$ cat src/rtl/knn_sched_pkg.sv
// Shared definitions for the k-NN run scheduler: state encoding and default
// widths/latencies.
package knn_sched_pkg;

  localparam int KNN_CNT_W    = 16;
  localparam int KNN_SORT_LAT = 2;
  localparam int KNN_TO_CYC   = 1024;

  typedef enum logic [2:0] {
    ST_IDLE   = 3'd0,
    ST_CLEAR  = 3'd1,
    ST_LOAD   = 3'd2,
    ST_SETTLE = 3'd3,
    ST_DONE   = 3'd4
  } state_e;

  function automatic logic is_busy(input state_e s);
    return (s == ST_CLEAR) || (s == ST_LOAD) || (s == ST_SETTLE);
  endfunction

endpackage

$ cat src/rtl/knn_sched_cnt.sv
// Up-counter with synchronous clear, parallel load and a terminal-value compare.
// Clear wins over load, load wins over increment.
module knn_sched_cnt
  import knn_sched_pkg::*;
#(
  parameter int W = KNN_CNT_W
) (
  input  logic         clk,
  input  logic         rst,
  input  logic         clr,
  input  logic         load,
  input  logic [W-1:0] load_val,
  input  logic         inc,
  input  logic [W-1:0] term_val,
  output logic [W-1:0] q,
  output logic         at_term
);

  logic [W-1:0] q_reg;

  always_ff @(posedge clk or posedge rst) begin
    if (rst) begin
      q_reg <= '0;
    end else if (clr) begin
      q_reg <= '0;
    end else if (load) begin
      q_reg <= load_val;
    end else if (inc) begin
      q_reg <= q_reg + W'(1);
    end
  end

  assign q       = q_reg;
  assign at_term = (q_reg == term_val);

endmodule

$ cat src/rtl/knn_sched.sv
// Run scheduler for the knn_core array: clear, stream n_train points, settle, done.
// Define KNN_SCHED_TIMEOUT_EN to build in the LOAD-phase watchdog.
module knn_sched
  import knn_sched_pkg::*;
#(
  parameter int CNT_W    = KNN_CNT_W,
  parameter int SORT_LAT = KNN_SORT_LAT,
  parameter int TO_CYC   = KNN_TO_CYC
) (
  input  logic             clk,
  input  logic             rst,
  input  logic             start,
  input  logic             abort,
  input  logic [CNT_W-1:0] n_train,
  input  logic             train_valid,
  output logic             train_ready,
  output logic             core_clr,
  output logic             core_en,
  output logic             core_load,
  output logic [CNT_W-1:0] loaded,
  output logic             busy,
  output logic             done,
  output logic             timeout
);

  localparam int AUX_MAX = (TO_CYC > SORT_LAT) ? TO_CYC : SORT_LAT;
  localparam int AUX_W   = $clog2(AUX_MAX + 1);
  localparam logic [AUX_W-1:0] SETTLE_TERM = AUX_W'(SORT_LAT - 1);
  localparam logic [AUX_W-1:0] TO_TERM     = AUX_W'(TO_CYC - 1);

  state_e           state_reg, state_next;
  logic [CNT_W-1:0] n_reg;
  logic             clr_reg, en_reg, ready_reg, busy_reg, done_reg;

  logic             start_go, xfer, wd_fire;
  logic             loaded_last;
  logic             aux_clr, aux_inc, aux_term;
  logic [AUX_W-1:0] aux_term_val, aux_q_unused;

  assign start_go = start && ((state_reg == ST_IDLE) || (state_reg == ST_DONE));
  // Abort masks the handshake so a same-cycle point is never loaded.
  assign train_ready = ready_reg & ~abort;
  assign core_load   = train_valid & train_ready;
  assign xfer        = core_load;

  knn_sched_cnt #(.W(CNT_W)) u_loaded_cnt (
    .clk      (clk),
    .rst      (rst),
    .clr      (start_go),
    .load     (1'b0),
    .load_val ('0),
    .inc      (xfer),
    .term_val (n_reg - CNT_W'(1)),
    .q        (loaded),
    .at_term  (loaded_last)
  );

  // One counter times both the SETTLE delay and the LOAD idle watchdog; it is
  // cleared on entry to LOAD, on every transfer, and outside LOAD/SETTLE.
  assign aux_clr      = !((state_reg == ST_LOAD) || (state_reg == ST_SETTLE)) || xfer;
  assign aux_term_val = (state_reg == ST_SETTLE) ? SETTLE_TERM : TO_TERM;

`ifdef KNN_SCHED_TIMEOUT_EN
  assign aux_inc = (state_reg == ST_SETTLE) || ((state_reg == ST_LOAD) && !xfer);
  assign wd_fire = (state_reg == ST_LOAD) && !xfer && !abort && aux_term;
`else
  assign aux_inc = (state_reg == ST_SETTLE);
  assign wd_fire = 1'b0;
`endif

  knn_sched_cnt #(.W(AUX_W)) u_aux_cnt (
    .clk      (clk),
    .rst      (rst),
    .clr      (aux_clr),
    .load     (1'b0),
    .load_val ('0),
    .inc      (aux_inc),
    .term_val (aux_term_val),
    .q        (aux_q_unused),
    .at_term  (aux_term)
  );

  always_comb begin
    state_next = state_reg;
    case (state_reg)
      ST_IDLE, ST_DONE: if (start) state_next = ST_CLEAR;
      ST_CLEAR:         state_next = (n_reg == '0) ? ST_DONE : ST_LOAD;
      ST_LOAD: begin
        if (xfer && loaded_last) state_next = ST_SETTLE;
        else if (wd_fire)        state_next = ST_DONE;
      end
      ST_SETTLE:        if (aux_term) state_next = ST_DONE;
      default:          state_next = ST_IDLE;
    endcase
    if (abort && is_busy(state_reg)) state_next = ST_IDLE;
  end

  // Output flags are registered from the next state so they line up with it.
  always_ff @(posedge clk or posedge rst) begin
    if (rst) begin
      state_reg <= ST_IDLE;
      n_reg     <= '0;
      clr_reg   <= 1'b0;
      en_reg    <= 1'b0;
      ready_reg <= 1'b0;
      busy_reg  <= 1'b0;
      done_reg  <= 1'b0;
    end else begin
      state_reg <= state_next;
      if (start_go) n_reg <= n_train;
      clr_reg   <= (state_next == ST_CLEAR);
      en_reg    <= (state_next == ST_LOAD) || (state_next == ST_SETTLE);
      ready_reg <= (state_next == ST_LOAD);
      busy_reg  <= is_busy(state_next);
      done_reg  <= (state_next == ST_DONE);
    end
  end

`ifdef KNN_SCHED_TIMEOUT_EN
  logic timeout_reg;

  always_ff @(posedge clk or posedge rst) begin
    if (rst) begin
      timeout_reg <= 1'b0;
    end else if (start_go) begin
      timeout_reg <= 1'b0;
    end else if (wd_fire) begin
      timeout_reg <= 1'b1;
    end
  end

  assign timeout = timeout_reg;
`else
  assign timeout = 1'b0;
`endif

  assign core_clr = clr_reg;
  assign core_en  = en_reg;
  assign busy     = busy_reg;
  assign done     = done_reg;

endmodule

$ cat config.mk
export PLATFORM = sky130hd
export DESIGN_NAME = knn_sched
export DESIGN_NICKNAME = d
export VERILOG_FILES = /design/src/rtl/knn_sched_pkg.sv /design/src/rtl/knn_sched_cnt.sv /design/src/rtl/knn_sched.sv
export SDC_FILE = /design/constraint.sdc
export NUM_CORES = 1
export LEC_CHECK = 0
export BUFFER_PORTS_ARGS = -buffer_cell sky130_fd_sc_hd__buf_2
export CORE_MARGIN = 5
export CORE_UTILIZATION = 41
export CTS_CLUSTER_DIAMETER = 30
export DETAILED_ROUTE_END_ITERATION = 8
export PLACE_DENSITY = 0.63
export SETUP_SLACK_MARGIN = 0.02
export SYNTH_ARGS = -nofsm -noshare
export SYNTH_HDL_FRONTEND = slang
export SYNTH_SLANG_ARGS = --single-unit
export TNS_END_PERCENT = 20
$ cat constraint.sdc
create_clock -name clk -period 2.5 [get_ports clk]
set_clock_uncertainty 0.05 [all_clocks]
set_input_delay 0.125 -clock clk [delete_from_list [all_inputs] [get_ports clk]]
set_output_delay 0.125 -clock clk [all_outputs]
set_load 0.05 [all_outputs]
## Word-level counts from Yosys, hierarchy flattened

Index checks and enable logic that the tools add are counted.

| storage, ports and cells | value |
|---|---|
| output and inout bits | 23 |
| input port bits | 21 |
| word-level logic and storage cells | 53 |
| register bits | 51 |

| cells by class | value |
|---|---|
| reduce and logical (&&, ||, !) cells | 17 |
| add/subtract/negate cells | 3 |
| equality and inequality tests | 10 |
| bitwise gates (word level) | 3 |
| muxes and demuxes | 11 |

Operators with widths:

| kind | count |
|---|---|
| $mux 16 | 2 |
| $mux 11 | 2 |
| $add 16x1->16 const B | 1 |
| $eq 16x16->1 | 1 |
| $logic_not 16->1 | 1 |
| $sub 16x1->16 const B | 1 |
| $mux 3 | 5 |
| $eq 3x2->1 const B | 4 |
| $pmux 3 s4 | 1 |
| $add 11x1->11 const B | 1 |
| $eq 11x10->1 | 1 |
| $mux 10 | 1 |
| $logic_or 1x1->1 | 8 |
| $eq 3x1->1 const B | 2 |
| $eq 3x3->1 const B | 2 |
| $reduce_bool 2->1 | 2 |
| $logic_and 1x1->1 | 3 |
| $logic_not 3->1 | 1 |
| $and 1x1->1 | 2 |
| $reduce_or 2->1 | 1 |
| $logic_not 1->1 | 1 |
| $not 1->1 | 1 |

## Logic depth before layout (Yosys ltp)

Gate-level depths: netlist of the first run.

| logic depth | value |
|---|---|
| word-level depth | 10 |
| depth in mapped cells | 8 |
| gate-level depth less buffers | 8 |

## Modules after synthesis

From an unflattened synthesis of the first run, not the netlist that was laid out.

| unflattened totals | value |
|---|---|
| cells, all modules | 333 |
| area, all modules | 3,263.1 um2 |

Modules (own cells, without submodules):

| module | cells an instance | seq. area each (um2) | instances | area each (um2) |
|---|---|---|---|---|
| knn_sched | 118 | 600.6 | 1 | 1,293.7 |
| knn_sched_cnt (u_loaded_cnt) | 126 | 400.4 | 1 | 1,184.9 |
| knn_sched_cnt (u_aux_cnt) | 89 | 275.3 | 1 | 784.5 |

## Worst setup path before layout of the first run

Ideal clock, no wire load.

| timing | value |
|---|---|
| path kind | register to register |
| from | register n_reg[0] |
| to | register ready_reg |
| cell stages (with the launch flop) | 9 |
| required time | 2.330 ns |
| period minus slack after synthesis | 2.349 ns |
| arrival | 2.180 ns |
| buffers on the path | 0 |
| path slack | 0.151 ns |
| library setup time | 0.120 ns |
| cell sequence | dfrtp_1 -> inv_1 -> ha_1 -> or3b_1 -> o31ai_1 -> o311a_1 -> o211ai_1 -> or4_1 -> and3_1 |

| between the ends | value |
|---|---|
| cells in the longest elaborated chain, start to end | 7 |
| elaborated cells between the ends (all ways) | 9 |
| classes of those cells | add/sub: 1; eq/ne: 2; mux: 4; reduce/logical: 2 |

RTL lines:

| element | line | source |
|---|---|---|
| from (decl) | knn_sched.sv:32 | `logic [CNT_W-1:0] n_reg;` |
| from (signal assigned) | knn_sched.sv:110 | `if (start_go) n_reg <= n_train;` |
| $sub 16x1->16 | knn_sched.sv:53 | `.term_val (n_reg - CNT_W'(1)),` |
| $eq 16x16->1 | knn_sched_cnt.sv:34 | `assign at_term = (q_reg == term_val);` |
| $logic_and 1x1->1 | knn_sched.sv:89 | `if (xfer && loaded_last) state_next = ST_SETTLE;` |
| $mux 3 | knn_sched.sv:89 |  |
| $pmux 3 s4 * | knn_sched.sv:85 | `case (state_reg)` |
| $mux 3 * | knn_sched.sv:95 | `if (abort && is_busy(state_reg)) state_next = ST_IDLE;` |
| $eq 3x2->1 * | knn_sched.sv:113 | `ready_reg <= (state_next == ST_LOAD);` |
| to (signal assigned) | knn_sched.sv:113 |  |
| to (decl) | knn_sched.sv:33 | `logic clr_reg, en_reg, ready_reg, busy_reg, done_reg;` |

Mark *: on every way between the ends. The rest lies on a longest branch, timed or not.
A chain may end at the register's enable or synchronous reset.

## Worst setup path after layout of the first run

Ends and elaborated chain as after synthesis.

==> metrics.md, run 1 <==
| Metric | Value |
|---|---|
| Outcome | `complete, no violations` |
| Yosys warnings | `0` |
| Top cells by area, synth | `dfrtp_1, xor2_1, xnor2_1` |
| Die ar. | `a little under 9000 um^2` |
| Synth Instances | `298` |
| Fin nets | `between 300 and 400` |
| Asr flop ratio synth | `between 90% and 100%` |
| Hold WC Path Type | `input pin to register` |
| Grt ovf | `0` |
| CTS Buf Count | `5` |
| Synth Area in Compound Gates | `11.00%` |
| Crit Path Max Fanout | `5` |
| Drt total wl | `6594 um` |
| CTS clk-pin slew, worst paths | `around 90 ps` |
| Final hold slack | `between 8 and 9 ps` |
| Fmax achieved | `between 400 and 500 MHz` |
| Top Ports | `44` |
| Slew Viols, Final | `0` |
| Library cells used by synthesis | `50` |
| Vias after detailed routing | `between 2k and 2.5k` |
| Setup-failing EPs final | `0` |
| Initial antenna violation count | `0` |
| Setup TNS | `0 ps` |
| Post-synthesis adder-cell area fraction | `1.305%` |
| RSZ-0062 raised after global routing | `false` |
| Hold wc startpoint | `n_train[0]` |
| Dpl hpwl | `roughly 4700 um` |
| FF+latch count, synth | `just over 50` |
| Pleak | `~1.5 nW` |
| Die X | `roughly 94 um` |
| Final hold violations | `0` |
| Vias in the first global route | `roughly 2.4k` |
| Reg2Reg Depth | `6` |
| Period utilisation layout | `a little over nine tenths` |
| Final cell count without fillers | `458` |
| Area Overhead vs Synth | `23.18%` |
| Multiplexer area fraction after synthesis | `between 5 and 6%` |
| Period minus WS final | `between 2000 and 2500 ps` |
| Synthesized-area fraction occupied by xor and xnor cells | `between 10% and 20%` |
| Hold depth | `3` |
| First-pass detailed-route iteration total | `4` |
| Sequential area share after synthesis | `between 40% and 50%` |
| CTS max path bufs | `2` |
| Most used DFF post-synth | `dfrtp_1` |
| Simple-Gate Fraction of Synth Area | `between 20 and 25%` |
| Worst min-delay path endpoint | `n_reg[0]` |
| Worst-Margin Slew | `approximately 650 ps` |
| EDFF count, synth | `0` |
| Mapped cell area | `2877 um^2` |
| Global-route wire length before repair | `between 10000 and 15000 um` |
| Core Area | `between 6000 and 7000 um^2` |
| Syn_nets | `roughly 320` |
| Avg WL per Cell | `about 14 um` |
| CP startpoint kind | `register` |
| Clock sinks | `51` |
| Row count | `30` |
| Post-Place Cells | `433` |
| DR vias/cell | `5.164` |
| CP endpoint kind | `register` |
| H-Tree Depth | `2` |
| Yosys top cell area share | `between 40 and 50%` |
| Ratio of cells with drive above 1 in the final layout | `about a quarter` |
| ANT nets after route | `0` |
| Largest family of logic cells by synthesized area | `simple AND/OR/NAND/NOR gates` |
| Worst reg2reg path startpoint | `n_reg[0]` |
| Reg-to-Reg End | `ready_reg` |
| Syn Area/Cell | `just under 10 um^2` |
| CP Data Required Time | `between 2000 and 3000 ps` |
| I/O Buffers | `42` |
| Cell taking the most area after synthesis | `dfrtp_1` |
| Total of max-cap violations | `0` |
| WP data arrival | `2560 ps` |
| Largest net degree at the start of global routing | `52` |
| DRT iter0 DRCs | `94` |
| Clk_lat worst skew | `slightly above 300 ps` |
| Root Buffer | `clkbuf_8` |
| Worst vdd ir | `roughly 0.35 mV` |
| Detailed-route DRC error count | `0` |
| All-Layer GR Usage | `between 10% and 20%` |
| CTS tree | `done` |
| Critical path class | `register to register` |
| Die Height | `about 94 um` |
| Antenna fix cells | `0` |
| Slew Limit Headroom | `56.76%` |
| PwrDens | `647.0 nW/um^2` |
| Placer Congestion | `approximately 0.92` |
| Worst reg-to-reg setup slack | `90 ps` |
| Initial core utilization | `about 42%` |
worst max-delay path by stage:
stage	start	to	cells after the start	slack [ps]
6_report	n_reg[0]	ready_reg	6	90
5_1_grt	n_reg[0]	ready_reg	6	10
4_1_cts	n_reg[1]	ready_reg	8	30
3_5_place_dp	n_reg[1]	ready_reg	8	70
3_3_place_gp	n_reg[0]	ready_reg	8	110
2_1_floorplan	n_reg[0]	ready_reg	8	150
timing repair:
action / 4_1_cts / 5_1_grt
gates resized for setup: 2 / 8
buffers inserted: 0 / 1
endpoints found under the setup margin: 1 / 2
hold endpoints to repair: 66 / 0
hold buffers: 16 / 0
placed cells by master, fill, tap and decap left out, drive strengths merged, types with 3 or more instances in the layout:
master,count
a21oi,13
and3,4
buf,56
clkbuf,6
dfrtp,51
dlygate4sd3,16
ha,3
inv,9
mux2,12
nand2,21
nand2b,4
nand3,13
nand3b,3
nand4,8
nor2,30
nor3,9
nor3b,5
nor4,6
o21ai,14
or3,9
or4,4
xnor2,17
xor2,20
layer usage:
layer,wire [um],up-vias,global-route usage (%)
met5,0,-,0
met4,50,0,3.971
met3,222,4,2.965
met2,3195,38,26.43
met1,3126,1143,21.24
li1,-,1180,-
final cells by class:
cell class	instances	area, um^2
Fill cell	624	3251
Clock buffer	6	82.58
Multi-Input combinational cell	222	1539
Inverter	9	33.78
Clock inverter	2	16.27
Tap cell	96	120.1
Timing Repair Buffer	72	475.5
Sequential cell	51	1276
kinds of logic after synthesis:
kind of cell             after synthesis
AO/OA/AOI/OAI                         46
XOR/XNOR                              37
adder cells (fa/ha/maj)                3
buffers and inverters                 25
flip-flops                            51
multiplexers                          13
other                                  1
AND/OR/NAND/NOR                      122
stage by stage:
stage | utilization, % | instance area, um^2 | total power (W) | worst slack [ps]
final | 52.15 | 3543 | 0.002293 | 92.66
after global routing | 52.15 | 3543 | 0.002426 | 9.674
after CTS | 51.45 | 3496 | 0.002262 | 27.35
after detailed placement | 47.53 | 3229 | 0.001713 | 71.54
after global placement | 47.53 | 3229 | 0.001703 | 106.9
after floorplan | - | 2877 | 0.001546 | 150.6
cells in the mapped netlist (4+ instances only):
| cell | number |
|---|---|
| nor3_1 | 8 |
| dfrtp_1 | 51 |
| o21ai_0 | 14 |
| or3_1 | 8 |
| mux2_2 | 12 |
| nand2_1 | 21 |
| a21oi_1 | 13 |
| xnor2_1 | 17 |
| nor3b_1 | 4 |
| clkbuf_1 | 12 |
| and3_1 | 4 |
| nor2_1 | 30 |
| nand3_1 | 13 |
| xor2_1 | 20 |
| nor4_1 | 5 |
| nand4_1 | 8 |
| inv_1 | 9 |
| nand2b_1 | 4 |
where the power goes:
| group | internal (W) | leakage (nW) | total (W) | switching, W |
|---|---|---|---|---|
| clock network | 0.000227 | 0.0474 | 0.000517 | 0.000290 |
| registers | 0.000919 | 0.671 | 0.00104 | 0.000124 |
| logic | 0.000338 | 0.801 | 0.000733 | 0.000395 |
| total | 0.00148 | 1.52 | 0.00229 | 0.000810 |
critical path, stage by stage, from the launching register on:
cell,delay (ps)
dfrtp_1,390
buf_4,160
or4_4,580
a2111oi_2,310
a311oi_1,90
or4_4,550
and3_1,170
(Power assumes the default switching activity.)
==> run 2, diff against run 1 <==
--- a/config.mk
+++ b/config.mk
@@ -10,9 +10,11 @@
 export CORE_UTILIZATION = 41
 export CTS_CLUSTER_DIAMETER = 30
 export DETAILED_ROUTE_END_ITERATION = 8
-export PLACE_DENSITY = 0.63
+export PLACE_DENSITY = 0.62
 export SETUP_SLACK_MARGIN = 0.02
+export SKIP_LAST_GASP = 1
 export SYNTH_ARGS = -nofsm -noshare
 export SYNTH_HDL_FRONTEND = slang
+export SYNTH_HIERARCHICAL = 1
 export SYNTH_SLANG_ARGS = --single-unit
-export TNS_END_PERCENT = 20
+export TNS_END_PERCENT = 100
==> run 2 against run 1 <==
The run now ends with negative setup slack left. Worst setup slack worse by 310 ps. Hold slack got worse by 1.9 ps. Synthesized cell count grew 12%. Combinational power rose to 3.0 times the previous value. Clock power rose by 2%. Count of clock-buffer cells in the layout grew 2. Critical path depth grew 5. Critical endpoint unchanged.
==> metrics.md, run 2 <==
| Metric | Value |
|---|---|
| Reg-to-Reg End | `ready_reg` |
| Die ar. | `9843 um^2 (+12%)` |
| Outcome | `finished, violations left` |
| DR vias/cell | `4.880 (-5.5%)` |
| Area Overhead vs Synth | `26.46%` |
| Mapped cell area | `3263 um^2 (+13%)` |
| Commonest non-fill, non-tap cell in the layout | `dfrtp_1` |
| Post-Place Cells | `532 (+23%)` |
| Yosys top cell area share | `39.11% (-5.3 points)` |
| Largest net degree at the start of global routing | `27 (-48%)` |
| Period minus WS final | `2716 ps (+308.4 ps)` |
| Core Area | `7727 um^2 (+14%)` |
| Detailed-route DRC error count | `0 (unchanged)` |
| Setup-failing EPs final | `3 (+3)` |
| Ratio of cells with drive above 1 in the final layout | `27.23% (+0.71 points)` |
| Final hold slack | `6.206 ps (-1.863 ps)` |
| Hold WC Path Type | `input pin to register` |
| PwrDens | `1032 nW/um^2 (+60%)` |
| CP Data Required Time | `2640 ps (-20 ps)` |
| Dpl hpwl | `5708 um (+21%)` |
| Most common cell in the netlist | `dfrtp_1` |
| Most used DFF post-synth | `dfrtp_1` |
| DRT iter0 DRCs | `74 (-21%)` |
| Avg WL per Cell | `13.94 um (-3.2%)` |
| WP data arrival | `2860 ps (+300 ps)` |
| Worst-Margin Slew | `913.8 ps (+265.1 ps)` |
| Global-route wire length before repair | `13170 um (+17%)` |
| Final WS setup | `-215.8 ps (-308.4 ps)` |
| Worst min-delay path endpoint | `n_reg[3]` |
| Syn Area/Cell | `9.799 um^2 (+1.5%)` |
| Failing checks | `negative setup slack` |
| Hold wc startpoint | `n_train[3]` |
| Library cells used by synthesis | `51 (+2.0%)` |
| CTS Buf Count | `5 (unchanged)` |
| ANT nets after route | `0 (unchanged)` |
| Placer Congestion | `0.7792 (-15%)` |
| EDFF count, synth | `0 (unchanged)` |
| Vias after detailed routing | `2684 (+13%)` |
| Root Buffer | `clkbuf_8` |
| All-Layer GR Usage | `16.39% (+0.51 points)` |
| Fmax achieved | `368.2 MHz (-11%)` |
| Worst reg2reg path startpoint | `n_reg[8]` |
| Reg2Reg Depth | `11 (+5)` |
| Layout filler cell count | `709 (+14%)` |
| First-pass detailed-route iteration total | `4 (unchanged)` |
| CTS clk-pin slew, worst paths | `90 ps (about the same)` |
| Total of max-cap violations | `0 (unchanged)` |
| Grt ovf | `0 (unchanged)` |
| Initial antenna violation count | `0 (unchanged)` |
| FF+latch count, synth | `51 (unchanged)` |
| Pwr Total | `0.004260 W (+86%)` |
| Area occupied by multi-input gates | `2034 um^2 (+32%)` |
| Top Ports | `44 (unchanged)` |
| Slew Viols, Final | `0 (unchanged)` |
| Asr flop ratio synth | `100.0% (unchanged)` |
| Hold depth | `2 (-1)` |
| Slew Limit Headroom | `39.01% (-18 points)` |
| Vias in the first global route | `2649 (+11%)` |
| Synth Instances | `333 (+12%)` |
| Final Cell Area | `4126 um^2 (+16%)` |
| Worst reg-to-reg setup slack | `-220 ps (-310 ps)` |
| Fin nets | `472 (+23%)` |
| Placed Area | `3910 um^2 (+21%)` |
| Clk_lat worst skew | `310 ps (about the same)` |
| Die Height | `99.21 um (+5.8%)` |
| CP endpoint kind | `register` |
| Worst vdd ir | `0.3616 mV (+2.0%)` |
| I/O Buffers | `42 (unchanged)` |
| Most frequent cells in the layout | `dfrtp_1, xnor2_1, conb_1, buf_2, buf_4` |
| Antenna fix cells | `0 (unchanged)` |
| Top cells by area, synth | `dfrtp_1, xnor2_1, mux2_2` |
| Yosys warnings | `6 (+6)` |
| H-Tree Depth | `2 (unchanged)` |
| Register area | `1276 um^2 (unchanged)` |
| CTS tree | `done` |
| Post-CTS Setup Inserts | `0 (unchanged)` |
| Pleak | `1.766 nW (+16%)` |
| CP startpoint kind | `register` |
| RSZ-0062 raised after global routing | `true` |
| Synth top cells by count | `dfrtp_1, xnor2_1, nand2_1, nor2_1` |
| Die X | `99.21 um (+5.8%)` |
| Row count | `32 (+6.7%)` |
| Critical path class | `register to register` |
| CTS max path bufs | `2 (unchanged)` |
| Period utilisation layout | `108.6% (+12 points)` |
| Final hold violations | `0 (unchanged)` |
| Initial core utilization | `42.23% (-0.11 points)` |
| Crit Path Max Fanout | `3 (-2)` |
| Sequential area share after synthesis | `39.11% (-5.3 points)` |
| Clock sinks | `51 (unchanged)` |
| Final core utilization | `53.40% (+1.2 points)` |
| Cell taking the most area after synthesis | `dfrtp_1` |
| Final cell count without fillers | `550 (+20%)` |
| Drt total wl | `7669 um (+16%)` |
-- run 2: worst max-delay path by stage --
| stage | start | end | cells past startpoint |
|---|---|---|---|
| 6_report | n_reg[8] | ready_reg | 11 |
| 5_1_grt | n_reg[8] | ready_reg | 11 |
| 4_1_cts | n_reg[8] | ready_reg | 11 |
| 3_5_place_dp | n_reg[8] | ready_reg | 11 |
| 3_3_place_gp | n_reg[8] | ready_reg | 11 |
| 2_1_floorplan | n_reg[6] | ready_reg | 11 |
-- run 2: layer usage --
layer  vias to the layer above  track usage [%]  share of wire, %
li1                       1361                -                 -
met2                        53            27.43                48
met5                         -                0                 0
met4                         0            3.782               1.0
met3                         8            3.436               4.1
met1                      1262            21.79                47
-- run 2: timing repair --
action / 4_1_cts / 5_1_grt
pin swaps: 0 / 0
gates cloned: 0 / 0
endpoints found under the setup margin: 3 / 5
resized for setup: 1 / 2
hold endpoints to repair: 35 / 1
hold buffers: 9 / 1
-- run 2: where the power goes --
part | internal [W] | switching, W
combinational | 0.00100 | 0.00123
clock | 0.000253 | 0.000274
sequential | 0.00111 | 0.000384
total | 0.00237 | 0.00189
-- run 2: cells by family (layout without fill, tap and decap cells) --
logic type,after synthesis,in the layout,synth area share [%]
AOI/OAI and AO/OA,46,46,9.663
xor gates and xnor gates,57,57,15.53
adders and majority gates,4,4,1.534
buffers and inverters,30,104,4.294
DFF,51,51,39.11
muxes,17,17,5.790
other,2,43,0.2301
and+or+nand+nor,126,126,23.85
-- run 2: critical path: stages, from the launching register on --
cell and delay, ps:
dfrtp_1 410, nor4_4 370, nand4_2 180, or4_4 470, xnor2_2 150, xnor2_1 130
nand4_1 110, nor4_2 190, nand4b_1 130, mux2i_1 140, a21oi_1 110, nor3b_1 150
-- run 2: layout make-up --
| type | count | area share (%) |
|---|---|---|
| clock buffer | 8 | 2.426 |
| timing repair buffer | 82 | 12.98 |
| tap | 102 | 3.093 |
| inverter | 14 | 1.273 |
| multi-input combinational | 293 | 49.30 |
| sequential | 51 | 30.93 |
-- run 2: stage by stage --
| stage | setup WS (ps) | TNS [ps] |
|---|---|---|
| 2_1_floorplan | 21.25 | 0 |
| 3_3_place_gp | -212.5 | -469.7 |
| 3_5_place_dp | -309.7 | -776.9 |
| 4_1_cts | -260.9 | -641.3 |
| 5_1_grt | -418.0 | -1101 |
| 6_report | -215.8 | -509.6 |
